### config.mk
export PLATFORM = sky130hd
export DESIGN_NAME = nibble_serial_add_ctrl
export DESIGN_NICKNAME = d
export VERILOG_FILES = /design/src/rtl/nibble_serial_add_ctrl.sv
export SDC_FILE = /design/constraint.sdc
export NUM_CORES = 1
export LEC_CHECK = 0
export ABC_AREA = 1
export BUFFER_PORTS_ARGS = -buffer_cell sky130_fd_sc_hd__buf_2
export CAP_MARGIN = 30
export CORE_UTILIZATION = 52
export CTS_BUF_LIST = sky130_fd_sc_hd__clkbuf_8
export DETAILED_ROUTE_END_ITERATION = 12
export PLACE_DENSITY = 0.85
export SLEW_MARGIN = 25
export SYNTH_ARGS = -nofsm -noshare
export SYNTH_HDL_FRONTEND = slang
export SYNTH_SLANG_ARGS = --single-unit
### constraint.sdc
create_clock -name clk -period 2.4 [get_ports clk]
set_input_delay 0.24 -clock clk [delete_from_list [all_inputs] [get_ports clk]]
set_output_delay 0.24 -clock clk [all_outputs]
set_load 0.01 [all_outputs]
### src/rtl/nibble_serial_add_ctrl.sv
`default_nettype none
// ============================================================================
// nibble_serial_add_ctrl: WIDTH-bit add/subtract sequenced through one 4-bit CLA slice
// Revision 1.0 - initial release
// ============================================================================

module adder_4bits (
  input  logic [3:0] a,
  input  logic [3:0] b,
  input  logic       ci,
  output logic [3:0] s,
  output logic       co
);
  logic [3:0] g;
  logic [3:0] p;
  logic [4:0] c;

  assign g    = a & b;
  assign p    = a ^ b;
  assign c[0] = ci;
  assign c[1] = g[0] | (p[0] & ci);
  assign c[2] = g[1] | (p[1] & g[0]) | (p[1] & p[0] & ci);
  assign c[3] = g[2] | (p[2] & g[1]) | (p[2] & p[1] & g[0]) | (p[2] & p[1] & p[0] & ci);
  assign c[4] = g[3] | (p[3] & g[2]) | (p[3] & p[2] & g[1]) | (p[3] & p[2] & p[1] & g[0])
              | (p[3] & p[2] & p[1] & p[0] & ci);
  assign s    = p ^ c[3:0];
  assign co   = c[4];
endmodule

module nibble_serial_add_ctrl #(
  parameter int WIDTH = 32
) (
  input  logic             clk,
  input  logic             rst_n,
  input  logic             flush,
  input  logic             in_valid,
  output logic             in_ready,
  input  logic [WIDTH-1:0] op_a,
  input  logic [WIDTH-1:0] op_b,
  input  logic             sub,
  output logic             out_valid,
  input  logic             out_ready,
  output logic [WIDTH-1:0] result,
  output logic             cout,
  output logic             ovf,
  output logic             zero
);
  localparam int N  = WIDTH / 4;
  localparam int CW = (N > 1) ? $clog2(N) : 1;
  localparam logic [CW-1:0] LAST = CW'(N - 1);

  typedef enum logic [1:0] {
    IDLE = 2'd0,
    RUN  = 2'd1,
    DONE = 2'd2
  } state_t;

  state_t           state;
  state_t           state_next;
  logic [WIDTH-1:0] a_q;
  logic [WIDTH-1:0] b_q;
  logic [WIDTH-1:0] sum_q;
  logic [CW-1:0]    cnt;
  logic [CW+1:0]    base;
  logic             carry;
  logic             cout_q;
  logic             last;
  logic [3:0]       nib_s;
  logic             nib_co;

  assign base = {cnt, 2'b00};
  assign last = (cnt == LAST);

  adder_4bits u_slice (
    .a  (a_q[base +: 4]),
    .b  (b_q[base +: 4]),
    .ci (carry),
    .s  (nib_s),
    .co (nib_co)
  );

  always_ff @(posedge clk or negedge rst_n) begin
    if (!rst_n) begin
      state <= IDLE;
    end else begin
      state <= state_next;
    end
  end

  always_comb begin
    state_next = state;
    if (flush) begin
      state_next = IDLE;
    end else begin
      unique case (state)
        IDLE:    if (in_valid)  state_next = RUN;
        RUN:     if (last)      state_next = DONE;
        DONE:    if (out_ready) state_next = IDLE;
        default: state_next = IDLE;
      endcase
    end
  end

  // Subtraction is folded in at accept time: B is stored inverted and the carry seeded with 1.
  always_ff @(posedge clk or negedge rst_n) begin
    if (!rst_n) begin
      a_q    <= '0;
      b_q    <= '0;
      sum_q  <= '0;
      cnt    <= '0;
      carry  <= 1'b0;
      cout_q <= 1'b0;
    end else if (flush) begin
      cnt   <= '0;
      carry <= 1'b0;
    end else begin
      unique case (state)
        IDLE: begin
          if (in_valid) begin
            a_q   <= op_a;
            b_q   <= sub ? ~op_b : op_b;
            carry <= sub;
            cnt   <= '0;
          end
        end
        RUN: begin
          sum_q[base +: 4] <= nib_s;
          carry            <= nib_co;
          if (last) begin
            cout_q <= nib_co;
          end else begin
            cnt <= cnt + CW'(1);
          end
        end
        default: ;
      endcase
    end
  end

  assign in_ready  = (state == IDLE);
  assign out_valid = (state == DONE);
  assign result    = sum_q;
  assign cout      = cout_q;
  assign ovf       = out_valid && (a_q[WIDTH-1] == b_q[WIDTH-1]) && (sum_q[WIDTH-1] != a_q[WIDTH-1]);
  assign zero      = out_valid && (sum_q == '0);
endmodule

`default_nettype wire

-- Yosys cells after proc, flatten, opt, wreduce, memory -nomap -nowiden
Index checks and enable logic that the tools add are counted.
- word-level logic and storage cells: 79
- ROM bits: 0
- latch bits: 0
- memory bits (writable): 0
- bits of input ports: 70
- memories kept: 0
- bits in registers: 103
- bitwise logic cells: 31
- div/mod/pow operators: 0
- multipliers: 0
- magnitude comparators: 0
- equal/unequal tests: 9
- reductions and logical operators: 12
- muxes and demuxes: 14
- $add $sub $neg: 2
- shift-type cells: 4
- operators by type and width (operator ; number):
    indexed part select 32 x 6 -> 4 bit ; 2
    bitwise mux 32 bit ; 1
    zero test 32 bit ; 1
    two-way mux 32 bit ; 1
    inverter 32 bit ; 1
    variable shift 4 x 7 -> 32 bit (first input constant) ; 1
    indexed part select 4 x 7 -> 32 bit ; 1
    AND 1 bit ; 16
    AND reduction 3 bit ; 4
    OR 1 bit ; 10
    two-way mux 3 bit ; 3
    != test 3 bit (second input constant) ; 3
    two-way mux 2 bit ; 4
    bitwise XOR 4 bit ; 2
    negator 5 -> 7 bit ; 1
    one-hot mux 2 bit (3 select lines) ; 1
    one-hot mux 3 bit (2 select lines) ; 1
    AND 4 bit ; 1
    AND reduction 2 bit ; 2
    adder 3 x 1 -> 3 bit (second input constant) ; 1
    equality test 3 bit (second input constant) ; 1
    logical AND 1 bit ; 3
    != test 3 x 2 -> 1 bit (second input constant) ; 1
    nonzero test 3 bit ; 1
    other kinds (8) ; 9

-- Depth between registers and ports, before layout
Gate-level depths: netlist of the first run.
- depth in word-level cells: 9
- gate-level depth with buffers: 16

-- By module
Synthesis of the first run repeated with hierarchy kept, for this count alone.
- cells, all modules: 752
- area total of the unflattened synthesis: 5514.0 um^2
- modules (own cells, without submodules) (module ; times used ; area an instance (um^2) ; cells each ; sequential area each (um^2)):
    nibble_serial_add_ctrl ; 1 ; 5325.1 ; 721 ; 2577.5
    adder_4bits ; 1 ; 188.9 ; 31 ; 0.0

-- Worst setup path after synthesis of the first run
OpenSTA, ideal clock, no wires.
- path type: register to register
- start: reg cnt[0]
- end: reg sum_q[13] (netlist: result[13])
- stages on the path, launching flop included: 14
- setup time: 0.117 ns
- data required time: 2.283 ns
- period minus slack after synthesis: 2.249 ns
- setup slack: 0.151 ns
- arrival: 2.133 ns
- path through: dfrtp_1 > buf_2 > inv_4 > clkbuf_1 > o21ai_0 > o22ai_1 > nand2_1 > nand2_1 > fa_1 > or2_2 > nand3_1 > nor2_1 > nand2_1 > nand2_1
- longest elaborated chain between the ends: 9
- ends and longest elaborated chain (what ; line ; RTL):
    from (decl) ; 63 ; logic [CW-1:0] cnt;
    from (signal assigned) ; 132 ; cnt <= cnt + CW'(1);
    indexed part select 32 x 6 -> 4 bit (on tied branches) ; 75, 76 ;
    bitwise XOR 4 bit / AND 4 bit (equally long branches) ; 19, 18 ;
    AND 1 bit ; 23 ; assign c[3] = g[2] | (p[2] & g[1]) | (p[2] & p[1] & g[0]) | (p[2] & p[1] & p[0] & ci);
    OR 1 bit / AND 1 bit (equally long branches) (2 in a row) ; 23 ;
    OR 1 bit ; 23 ;
    bitwise XOR 4 bit ; 26 ; assign s = p ^ c[3:0];
    indexed part select 4 x 7 -> 32 bit ; 127 ; sum_q[base +: 4] <= nib_s;
    bitwise mux 32 bit (*) ; 127 ;
    to (signal, indexed assignment) ; 127 ;
    to (decl) ; 62 ; logic [WIDTH-1:0] sum_q;
Mark *: on every way between the ends. The rest lies on a longest branch, timed or not.
A chain may end at the register's enable or synchronous reset.

-- Worst setup path after layout of the first run
Ends and elaborated chain as after synthesis.

==> results.txt, run 1 <==
----------------------------------------------------
[Routing]
  Drt wl/cell ... 14.47 µm
  Pre-Repair DR Iteration Count ... 5
  Vias per cell ... 5.350
  Routed via count ... 4,729
  1st-iter DRT viols ... 283
  Detailed Route WL ... 12,800 µm
  Antenna viol nets, final ... 0
  Post-detailed-route DRC marker count ... 0

[Power and ir drop]
  Static leakage power ... 0.003188 µW
  Int Pwr ... 2837 µW
  Fraction of power consumed by combinational cells ... 26.1%
  Relative contribution of the clock network to total power ... 24.2%
  Total power per unit cell area ... 713.3 nW/µm²
  Sequential power share ... about half
  Switching power as a share of total power ... a little over a third
  Max VDD drop ... 370.7 µV
  Psw ... 1571 µW
  Overall power ... 4408 µW

[Die]
  Die Outline Area ... 10,630 µm²
  Count of boundary I/O pins ... 107
  Die Width ... 103.1 µm
  Standard-cell row count ... 36
  Die height ... 103.1 µm
  Starting Density ... 54.12%
  Core region area ... roughly 9800 µm²

[Timing]
  Sum of negative setup slack ... 0 ps
  Worst setup margin ... 92.84 ps
  Setup Viol. Count Final ... 0
  Peak clock frequency supported by timing ... 433.4 MHz
  Number of pins with negative max-slew slack in the final report ... 0
  Tcrit/Tclk final ... 96.13%
  Relative slew slack ... 43.60%
  Count of endpoints failing hold in the final timing report ... 0
  Skew final ... 16.67 ps
  Worst Max-Slew Pin Slew ... 846.0 ps
  Post-layout min period ... 2307 ps

[Synthesis]
  Top area cells in the synthesized netlist ... sky130_fd_sc_hd__dfrtp_1, sky130_fd_sc_hd__nand2_1, sky130_fd_sc_hd__o21ai_0
  Number of synthesized register bits ... 103
  Cell Area, Synth ... around 5300 µm²
  Primary FF master, synth ... sky130_fd_sc_hd__dfrtp_1
  Cell count after synthesis ... 646
  Library cell occupying the most area in the post-synthesis netlist ... sky130_fd_sc_hd__dfrtp_1
  Share of synthesized area occupied by flip-flops and latches ... 48.50%
  Number of enable flip-flop cells after synthesis ... 0
  Number of distinct library cell variants in the gate-level netlist after synthesis ... 31
  Mapped Avg Cell Area ... 8.226 µm²
  Fraction of synthesized cell area taken by the top area cell type ... between 40% and 50%
  Total nets after synthesis ... 729
  Share of flip-flops with an asynchronous set or reset ... 100.0%
  Count of warnings emitted by yosys ... 0

[Global route]
  Maximum number of pins on one net before global-route repair ... 56
  Met2 track demand over resource ... 43.59%
  Met1 capacity usage during global routing ... 33.27%
  Tot GR Track Use ... 25.70%
  M3 GR Usage ... about 3.4%
  Initial antenna violation count ... 0
  Most used routing layer ... met2
  Number of global-route vias before repair ... 4,512
  Total congestion overflow after global routing ... 0
  Wire length of the first global-routing pass ... 20,810 µm

[CTS]
  Reg clk slew, reported paths ... 110 ps
  Root Buffer Master ... sky130_fd_sc_hd__clkbuf_8
  CTS H-tree depth ... 3
  Clock Sinks ... 103
  Clock insertion delay at the later pin of the skew report ... 380 ps
  Clock Tree Buf Depth ... 2
  Number of buffers created by CTS ... 9
  Clock tree from TritonCTS ... yes

[Setup path]
  CP Class ... flip-flop to flip-flop
  Internal reg-to-reg setup slack ... 90 ps
  Most common cell type on the critical path ... sky130_fd_sc_hd__nand2_1
  Crit path max-delay family ... simple AND/OR/NAND/NOR gates
  Critical path data required time ... about 2700 ps
  Worst path arrival time ... 2600 ps
  Cell with the biggest individual delay on the critical path ... sky130_fd_sc_hd__dfrtp_2
  Endpoint of the most critical register-to-register path ... result[13]
  Sequence of cells on the critical path ... buf_4 > o21ai_0 > o22ai_1 > nand2_1 > nand2_1 > fa_2 > or2_2 > nand3_1 > nor2_1 > nand2_1 > nand2_1
  Source of the worst register-to-register timing path ... cnt[0]
  Worst-path fanout max ... 16
  Delay contributed by the slowest stage of the critical path ... 460 ps
  Setup crit start kind ... flip-flop
  Number of buffer and inverter stages on the critical path ... 1
  Critical path endpoint category ... flip-flop
  R2r worst-path depth ... 11

[Place]
  Post-detail-place hpwl ... 9471 µm
  Global placement routability congestion ... 0.9066
  Placed cell count ... 867
  Port Buf Inserts ... between 100 and 150
  DP Area ... around 5900 µm²
  Worst slack after detailed placement ... 71.50 ps

[Finish]
  Area delta synth->final ... 16.29%
  Number of nets at the end of the flow ... approximately 830
  Antenna diode count ... 0
  Layout Cell Area excl Fill ... roughly 6000 µm²
  Share of final-layout standard cells stronger than drive strength 1 ... 23.04%
  Number of standard cells in the layout, taps in and fillers out ... 884

[Flow run]
  Max cap viols ... 0

[Status]
  Outcome ... complete, no violations

[Hold path]
  Hold/Removal Path Class ... input pin to flip-flop
  Hold Path Depth ... 2
  Origin of the worst min-delay path ... out_ready
  Worst min-delay path endpoint ... state[1]

----------------------------------------------------
-- registers in the layout, indices dropped and copies added (netlist names) --
signal and cells:
b_q 32, state 2, result 32, carry 1, a_q 32, cnt 3
cout 1
-- area by class of cell --
| type | count | area, µm² |
|---|---|---|
| Inverter | 25 | 113.9 |
| Fill cell | 864 | 3640 |
| Timing Repair Buffer | 118 | 625.6 |
| Tap cell | 133 | 166.4 |
| Clock inverter | 7 | 66.31 |
| Clock buffer | 9 | 123.9 |
| Sequential cell | 103 | 2580 |
| Multi-Input combinational cell | 489 | 2504 |
-- timing repair --
item	CTS	global route
buffers inserted	0	0
setup endpoints to repair	0	15
resized for setup	0	13
hold endpoints to repair	49	0
hold buffers	1	0
-- metal layers --
metal  wire length, µm  part of all wire (%)
met1              5699                    45
met2              6178                    48
met3               661                   5.2
met4               255                   2.0
met5                 0                     0
-- stage by stage --
step	util (%)	hold slack [ps]
after CTS	62.60	45.34
final	62.93	51.49
after global placement	60.56	307.2
after floorplan	-	-55.59
after detailed placement	60.56	317.8
after global routing	62.93	56.05
-- power groups by stage --
stage	Sequential (µW)	Combinational [µW]	Clock [µW]
CTS	2180	1100	1070
global placement	2200	1050	0
detailed placement	2210	1100	0
floorplan	2160	755	0
finish	2190	1150	1070
global route	2210	1300	1140
-- layout by cell type (no fill, tap or decap), types with 3 or more instances in the layout --
| master | netlist | layout |
|---|---|---|
| sky130_fd_sc_hd__o22ai_1 | 17 | 17 |
| sky130_fd_sc_hd__nand2_2 | 3 | 3 |
| sky130_fd_sc_hd__buf_4 | 0 | 12 |
| sky130_fd_sc_hd__inv_2 | 10 | 9 |
| sky130_fd_sc_hd__inv_6 | 0 | 3 |
| sky130_fd_sc_hd__o21ai_0 | 68 | 65 |
| sky130_fd_sc_hd__dfrtp_1 | 103 | 101 |
| sky130_fd_sc_hd__xnor2_1 | 32 | 32 |
| sky130_fd_sc_hd__nor2_1 | 54 | 53 |
| sky130_fd_sc_hd__clkbuf_8 | 0 | 9 |
| sky130_fd_sc_hd__nand3_2 | 3 | 3 |
| sky130_fd_sc_hd__nor4_1 | 5 | 5 |
| sky130_fd_sc_hd__inv_1 | 13 | 13 |
| sky130_fd_sc_hd__nand2_1 | 230 | 229 |
| sky130_fd_sc_hd__ha_1 | 12 | 11 |
| sky130_fd_sc_hd__nand2_4 | 4 | 5 |
| sky130_fd_sc_hd__nor2_4 | 9 | 9 |
| sky130_fd_sc_hd__nand3_1 | 14 | 14 |
| sky130_fd_sc_hd__buf_2 | 14 | 105 |
| sky130_fd_sc_hd__nand4_1 | 12 | 12 |
| sky130_fd_sc_hd__o21ai_1 | 17 | 20 |
-- worst max path at each step --
stage | start | end | slack, ps | cells after the start
after floorplan | cnt[0] | result[13] | 150 | 13
after global placement | cnt[0] | result[21] | 190 | 11
after detailed placement | cnt[0] | result[15] | 70 | 13
after CTS | cnt[0] | result[31] | 50 | 13
after global routing | cnt[0] | result[10] | -20 | 14
final | cnt[0] | result[13] | 90 | 11
-- kinds of logic after synthesis --
kind of cell,count (synthesis),share of synthesized area (%)
DFF,103,48.50
adders and majority gates,13,3.202
xor gates and xnor gates,32,5.274
buffers and inverters,54,4.851
AOI/OAI and AO/OA,107,10.76
and+or+nand+nor,337,27.41
-- Yosys cell counts (3+ instances only) --
| cell type | count |
|---|---|
| sky130_fd_sc_hd__clkbuf_1 | 12 |
| sky130_fd_sc_hd__buf_6 | 3 |
| sky130_fd_sc_hd__dfrtp_1 | 103 |
| sky130_fd_sc_hd__inv_1 | 13 |
| sky130_fd_sc_hd__o21ai_0 | 68 |
| sky130_fd_sc_hd__nand3_1 | 14 |
| sky130_fd_sc_hd__o22ai_1 | 17 |
| sky130_fd_sc_hd__buf_2 | 14 |
| sky130_fd_sc_hd__nand2_4 | 4 |
| sky130_fd_sc_hd__inv_2 | 10 |
| sky130_fd_sc_hd__nand2_1 | 230 |
| sky130_fd_sc_hd__nor4_1 | 5 |
| sky130_fd_sc_hd__nand4_1 | 12 |
| sky130_fd_sc_hd__ha_1 | 12 |
| sky130_fd_sc_hd__nand2_2 | 3 |
| sky130_fd_sc_hd__o21ai_1 | 17 |
| sky130_fd_sc_hd__nor2_4 | 9 |
| sky130_fd_sc_hd__nand3_2 | 3 |
| sky130_fd_sc_hd__nor2_1 | 54 |
| sky130_fd_sc_hd__xnor2_1 | 32 |
No activity file was read; power rests on OpenSTA's default activity.
==> run 2: changes to the inputs <==
--- a/config.mk
+++ b/config.mk
@@ -8,9 +8,11 @@
 export ABC_AREA = 1
 export BUFFER_PORTS_ARGS = -buffer_cell sky130_fd_sc_hd__buf_2
 export CAP_MARGIN = 30
+export CORE_ASPECT_RATIO = 1.2
 export CORE_UTILIZATION = 52
 export CTS_BUF_LIST = sky130_fd_sc_hd__clkbuf_8
 export DETAILED_ROUTE_END_ITERATION = 12
+export MAX_ROUTING_LAYER = met4
 export PLACE_DENSITY = 0.85
 export SLEW_MARGIN = 25
 export SYNTH_ARGS = -nofsm -noshare
==> results.txt, run 2 (same netlist as run 1, synthesis figures left out) <==
----------------------------------------------------
[Setup path]
  CP Class ... flip-flop to flip-flop
  Endpoint of the most critical register-to-register path ... result[21]
  Setup crit start kind ... flip-flop
  Sequence of cells on the critical path ... buf_4 > o21ai_0 > o22ai_1 > nand2_1 > nand2_2 > fa_1 > or2_2 > nand3_1 > nor2_1 > nand2_1 > nand2_1
  Most common cell type on the critical path ... sky130_fd_sc_hd__nand2_1
  Source of the worst register-to-register timing path ... cnt[0]
  Critical path endpoint category ... flip-flop
  Worst-path fanout max ... 8
  Number of buffer and inverter stages on the critical path ... 1
  WP depth ... 11
  Worst path arrival time ... 2550 ps
  Delay contributed by the slowest stage of the critical path ... 480 ps
  Internal reg-to-reg setup slack ... 130 ps
  Critical path data required time ... 2680 ps
  Crit path max-delay family ... simple AND/OR/NAND/NOR gates
  R2r worst-path depth ... 11
  Cell with the biggest individual delay on the critical path ... sky130_fd_sc_hd__dfrtp_2

[Timing]
  Worst Max-Slew Pin Slew ... 849.4 ps
  Peak clock frequency supported by timing ... 440.5 MHz
  Post-Route Hold Slack ... 50.24 ps
  Relative slew slack ... a little over two fifths
  Number of pins with negative max-slew slack in the final report ... 0
  Skew final ... 7.178 ps
  Setup Viol. Count Final ... 0
  Count of endpoints failing hold in the final timing report ... 0
  Tcrit/Tclk final ... 94.60%
  Post-layout min period ... 2270 ps

[CTS]
  Setup fix buffers added after clock tree synthesis ... 0
  CTS H-tree depth ... 3
  Root Buffer Master ... sky130_fd_sc_hd__clkbuf_8
  Clock Tree Buf Depth ... 2
  Clock Sinks ... between 100 and 150
  Clock insertion delay at the later pin of the skew report ... 380 ps
  Clock tree from TritonCTS ... yes
  Reg clk slew, reported paths ... 100 ps
  Number of buffers created by CTS ... 9

[Die]
  Die Outline Area ... 10,630 µm²
  Count of boundary I/O pins ... 107
  Die height ... 112.7 µm
  Die Width ... 94.28 µm
  Starting Density ... 53.35%
  Standard-cell row count ... 40
  Core region area ... 9960 µm²

[Global route]
  Maximum number of pins on one net before global-route repair ... 65
  Number of global-route vias before repair ... roughly 4,600
  Wire length of the first global-routing pass ... 20,490 µm
  Tot GR Track Use ... 25.43%
  Total congestion overflow after global routing ... 0
  Initial antenna violation count ... 0

[Hold path]
  Origin of the worst min-delay path ... op_a[26]
  Worst min-delay path endpoint ... a_q[26]
  Hold Path Depth ... 3
  Hold/Removal Path Class ... input pin to flip-flop

[Status]
  Outcome ... complete, no violations

[Routing]
  1st-iter DRT viols ... 272
  Pre-Repair DR Iteration Count ... 7
  Detailed Route WL ... 12,290 µm
  Vias per cell ... 5.316
  Post-detailed-route DRC marker count ... 0
  Antenna viol nets, final ... 0
  Drt wl/cell ... about 14 µm
  Routed via count ... roughly 4,700

[Finish]
  Antenna diode count ... 0
  Filler cell count ... 843
  Area delta synth->final ... 16.29%
  Area used by multi-input combinational logic ... 2504 µm²
  Commonest cells after routing, fill and taps aside ... sky130_fd_sc_hd__nand2_1, sky130_fd_sc_hd__buf_2, sky130_fd_sc_hd__dfrtp_1
  Most common library cell in the layout ignoring fill and taps ... sky130_fd_sc_hd__nand2_1
  Final core area utilization ... 62.05%
  Share of final-layout standard cells stronger than drive strength 1 ... 23.04%
  Area used by sequential logic in the layout ... 2579 µm²
  Number of nets at the end of the flow ... 829

[Place]
  Post-detail-place hpwl ... 9210 µm
  Port Buf Inserts ... 106
  Global placement routability congestion ... 0.9272

[Power and ir drop]
  Total power per unit cell area ... 699.1 nW/µm²
  Static leakage power ... 0.003181 µW
  Max VDD drop ... 348.2 µV

[Flow run]
  Max cap viols ... 0

----------------------------------------------------
==> run 2: changes by cell type in the layout (fill, tap and decap cells not counted), sizes merged <==
cell / delta
clkinv: -2
clkinvlp: +3
inv: -1
==> run 2: routing by layer <==
layer	global-route usage (%)	share of wire, %
met4	11.90	3.2
met2	41.06	50
met3	4.637	4.8
met1	30.72	42
met5	-	0
==> run 2: final cells by class <==
cell class / instances / area share [%]
tap: 126 / 2.551
clock inverter: 7 / 0.8099
clock buffer: 9 / 2.004
timing repair buffer: 118 / 10.51
multi-input combinational: 489 / 40.51
inverter: 25 / 1.883
sequential: 103 / 41.73
==> run 2: timing repair <==
item / CTS / global route
endpoints found under the hold margin: 35 / 0
gates resized for setup: 0 / 18
endpoints found under the setup margin: 0 / 22
hold buffers: 1 / 0
==> run 2: power by group <==
group,switching (µW),leakage (µW),total [µW],internal (µW)
clock,618,0.0000806,996,378
combinational,695,0.00177,1140,445
sequential,190,0.00133,2180,1990
total,1500,0.00318,4320,2820
==> run 2: through the flow <==
stage          TNS, ps  instance area, µm²  setup WS (ps)  power (µW)  instances
2_1_floorplan        0                5314          150.6        2913        646
3_3_place_gp         0                5951          174.0        3247        860
3_5_place_dp         0                5951          91.76        3299        860
4_1_cts              0                6135          61.66        4285        877
5_1_grt         -221.1                6180         -41.41        4581        877
6_report             0                6180          129.7        4320        877
==> run 2: worst max-delay path by stage <==
stage	endpoint	startpoint
2_1_floorplan	result[13]	cnt[0]
3_3_place_gp	result[15]	cnt[0]
3_5_place_dp	result[15]	cnt[0]
4_1_cts	result[23]	cnt[0]
5_1_grt	result[23]	cnt[0]
6_report	result[21]	cnt[0]
==> run 2: worst reg2reg max path: cells and delay by family, from the launching register on <==
family          cells  cell delay [ps]
flops               1              480
buf+inv             1              180
compound gates      2              310
fa+ha+maj           1              380
simple gates        7              820
==> run 3: changes to the inputs <==
==> constraint.sdc (replaced) <==
create_clock -name clk -period 2.4 [get_ports clk]
set_input_delay 0.12 -clock clk [delete_from_list [all_inputs] [get_ports clk]]
set_output_delay 0.12 -clock clk [all_outputs]
set_load 0.01 [all_outputs]
==> results.txt, run 3 (same netlist as run 1, synthesis figures left out) <==
----------------------------------------------------
[Place]
  Port Buf Inserts ... 106
  Post-detail-place hpwl ... 9289 µm
  Placed cell count ... 858
  DP Area ... 5923 µm²
  Worst slack after detailed placement ... 38.96 ps
  Global placement routability congestion ... 0.8851

[Hold path]
  Hold Path Depth ... 3
  Hold/Removal Path Class ... input pin to flip-flop
  Worst min-delay path endpoint ... b_q[3]
  Origin of the worst min-delay path ... op_b[3]

[Finish]
  Area used by sequential logic in the layout ... 2579 µm²
  Area used by multi-input combinational logic ... 2504 µm²
  Layout Cell Area excl Fill ... about 6500 µm²
  Antenna diode count ... 0
  Number of standard cells in the layout, taps in and fillers out ... between 900 and 1,000
  Number of nets at the end of the flow ... 860
  Final core area utilization ... 65.57%
  Share of final-layout standard cells stronger than drive strength 1 ... 21.61%
  Area delta synth->final ... 22.89%
  Most common library cell in the layout ignoring fill and taps ... sky130_fd_sc_hd__nand2_1
  Commonest cells after routing, fill and taps aside ... sky130_fd_sc_hd__nand2_1, sky130_fd_sc_hd__buf_2, sky130_fd_sc_hd__dfrtp_1
  Filler cell count ... 787

[CTS]
  Number of buffers created by CTS ... 9
  Root Buffer Master ... sky130_fd_sc_hd__clkbuf_8
  Clock Sinks ... just over 100
  Clock Tree Buf Depth ... 2
  Reg clk slew, reported paths ... 100 ps
  CTS H-tree depth ... 3
  Clock insertion delay at the later pin of the skew report ... 380 ps
  Clock tree from TritonCTS ... yes

[Power and ir drop]
  Overall power ... roughly 4600 µW
  Psw ... about 1500 µW
  Int Pwr ... 3114 µW
  Total power per unit cell area ... 707.3 nW/µm²
  Static leakage power ... 0.003343 µW
  Sequential power share ... a little under half
  Fraction of power consumed by combinational cells ... 25.8%
  Switching power as a share of total power ... 32.58%
  Max VDD drop ... 446.0 µV
  Relative contribution of the clock network to total power ... roughly a quarter

[Setup path]
  Setup crit start kind ... flip-flop
  Endpoint of the most critical register-to-register path ... result[21]
  Worst path arrival time ... roughly 2500 ps
  R2r worst-path depth ... 11
  Source of the worst register-to-register timing path ... cnt[0]
  Critical path data required time ... between 2000 and 3000 ps
  Worst-path fanout max ... 24
  Internal reg-to-reg setup slack ... approximately 140 ps
  CP Class ... flip-flop to flip-flop
  Critical path endpoint category ... flip-flop

[Status]
  Outcome ... complete, no violations

[Timing]
  Number of pins with negative max-slew slack in the final report ... 0
  Post-layout min period ... 2260 ps
  Relative slew slack ... roughly two fifths
  Worst Max-Slew Pin Slew ... 874.4 ps
  Setup Viol. Count Final ... 0
  Count of endpoints failing hold in the final timing report ... 0
  Worst setup margin ... between 100 and 150 ps
  Peak clock frequency supported by timing ... 442.5 MHz
  Skew final ... 10.90 ps
  Tcrit/Tclk final ... 94.16%

[Global route]
  Total congestion overflow after global routing ... 0
  Maximum number of pins on one net before global-route repair ... 65
  Number of global-route vias before repair ... 4,858
  Tot GR Track Use ... about 28%
  Initial antenna violation count ... 0
  Wire length of the first global-routing pass ... 22,440 µm

[Die]
  Die height ... 112.7 µm
  Core region area ... 9960 µm²
  Standard-cell row count ... 40
  Count of boundary I/O pins ... between 100 and 150
  Starting Density ... 53.35%
  Die Outline Area ... 10,630 µm²
  Die Width ... 94.28 µm

[Routing]
  Pre-Repair DR Iteration Count ... 4
  Antenna viol nets, final ... 0
  Vias per cell ... 5.378
  Routed via count ... between 4,000 and 5,000
  Post-detailed-route DRC marker count ... 0
  1st-iter DRT viols ... 337
  Detailed Route WL ... 13,220 µm
  Drt wl/cell ... ~15 µm

[Flow run]
  Max cap viols ... 0

----------------------------------------------------
## run 3: cell types whose count changed in the layout (fill, tap and decap cells not counted), sizes merged
cell | before | now
clkinv | 2 | 4
buf | 117 | 115
clkinvlp | 4 | 0
dlygate4sd3 | 1 | 34
inv | 26 | 24
bufinv | 0 | 2
clkbuf | 9 | 11
## run 3: critical path, stage by stage (launching register included)
cell and delay [ps]:
sky130_fd_sc_hd__dfrtp_2 460, sky130_fd_sc_hd__buf_6 180, sky130_fd_sc_hd__o21ai_0 170, sky130_fd_sc_hd__o22ai_1 100
sky130_fd_sc_hd__nand2_1 70, sky130_fd_sc_hd__nand2_1 120, sky130_fd_sc_hd__fa_1 400, sky130_fd_sc_hd__or2_2 330
sky130_fd_sc_hd__nand3_1 100, sky130_fd_sc_hd__nor2_1 70, sky130_fd_sc_hd__nand2_1 90, sky130_fd_sc_hd__nand2_1 50
## run 3: how the worst max path moves through the flow
stage	startpoint	endpoint	slack, ps	depth (start not counted)
finish	cnt[0]	result[21]	140	11
global route	cnt[0]	result[27]	-5	12
CTS	cnt[0]	result[27]	60	13
detailed placement	cnt[0]	result[15]	40	13
global placement	cnt[0]	result[15]	190	13
floorplan	cnt[0]	result[13]	150	13
## run 3: timing repair
| item | 4_1_cts | 5_1_grt |
|---|---|---|
| gates cloned | 0 | 0 |
| hold buffers | 34 | 0 |
| pin swaps | 0 | 0 |
| setup buffers | 0 | 0 |
| hold endpoints to repair | 75 | 0 |
| endpoints found under the setup margin | 1 | 22 |
| gates resized for setup | 1 | 16 |
## run 3: power groups by stage
stage / Clock [µW] / Combinational (µW) / Sequential (µW)
after floorplan: 0 / 755 / 2160
after global placement: 0 / 1040 / 2210
after detailed placement: 0 / 1080 / 2220
after CTS: 1250 / 1140 / 2190
after global routing: 1310 / 1350 / 2210
final: 1230 / 1190 / 2190
## run 3: cell type report
cell class / count / area share (%)
well taps: 126 / 2.414
inverters: 25 / 1.724
flip-flops and latches: 103 / 39.49
clock buffers: 11 / 2.318
repair buffers: 149 / 14.47
clock inverters: 5 / 1.245
multi-input cells: 489 / 38.34
## run 3: stage by stage
step	TNS (ps)	hold slack, ps
4_1_cts	0	13.64
2_1_floorplan	0	-175.6
3_3_place_gp	0	140.2
6_report	0	18.20
5_1_grt	-5.279	33.41
3_5_place_dp	0	160.1
## run 3: per-layer routing
metal | part of all wire (%) | wire length [µm] | global-route usage (%) | up-vias
met3 | 4.8 | 634 | 4.167 | 35
met4 | 3.0 | 395 | 11.59 | 0
met2 | 52 | 6844 | 46.23 | 175
li1 | - | - | - | 2359
met5 | 0 | 0 | - | -
met1 | 40 | 5344 | 32.83 | 2314
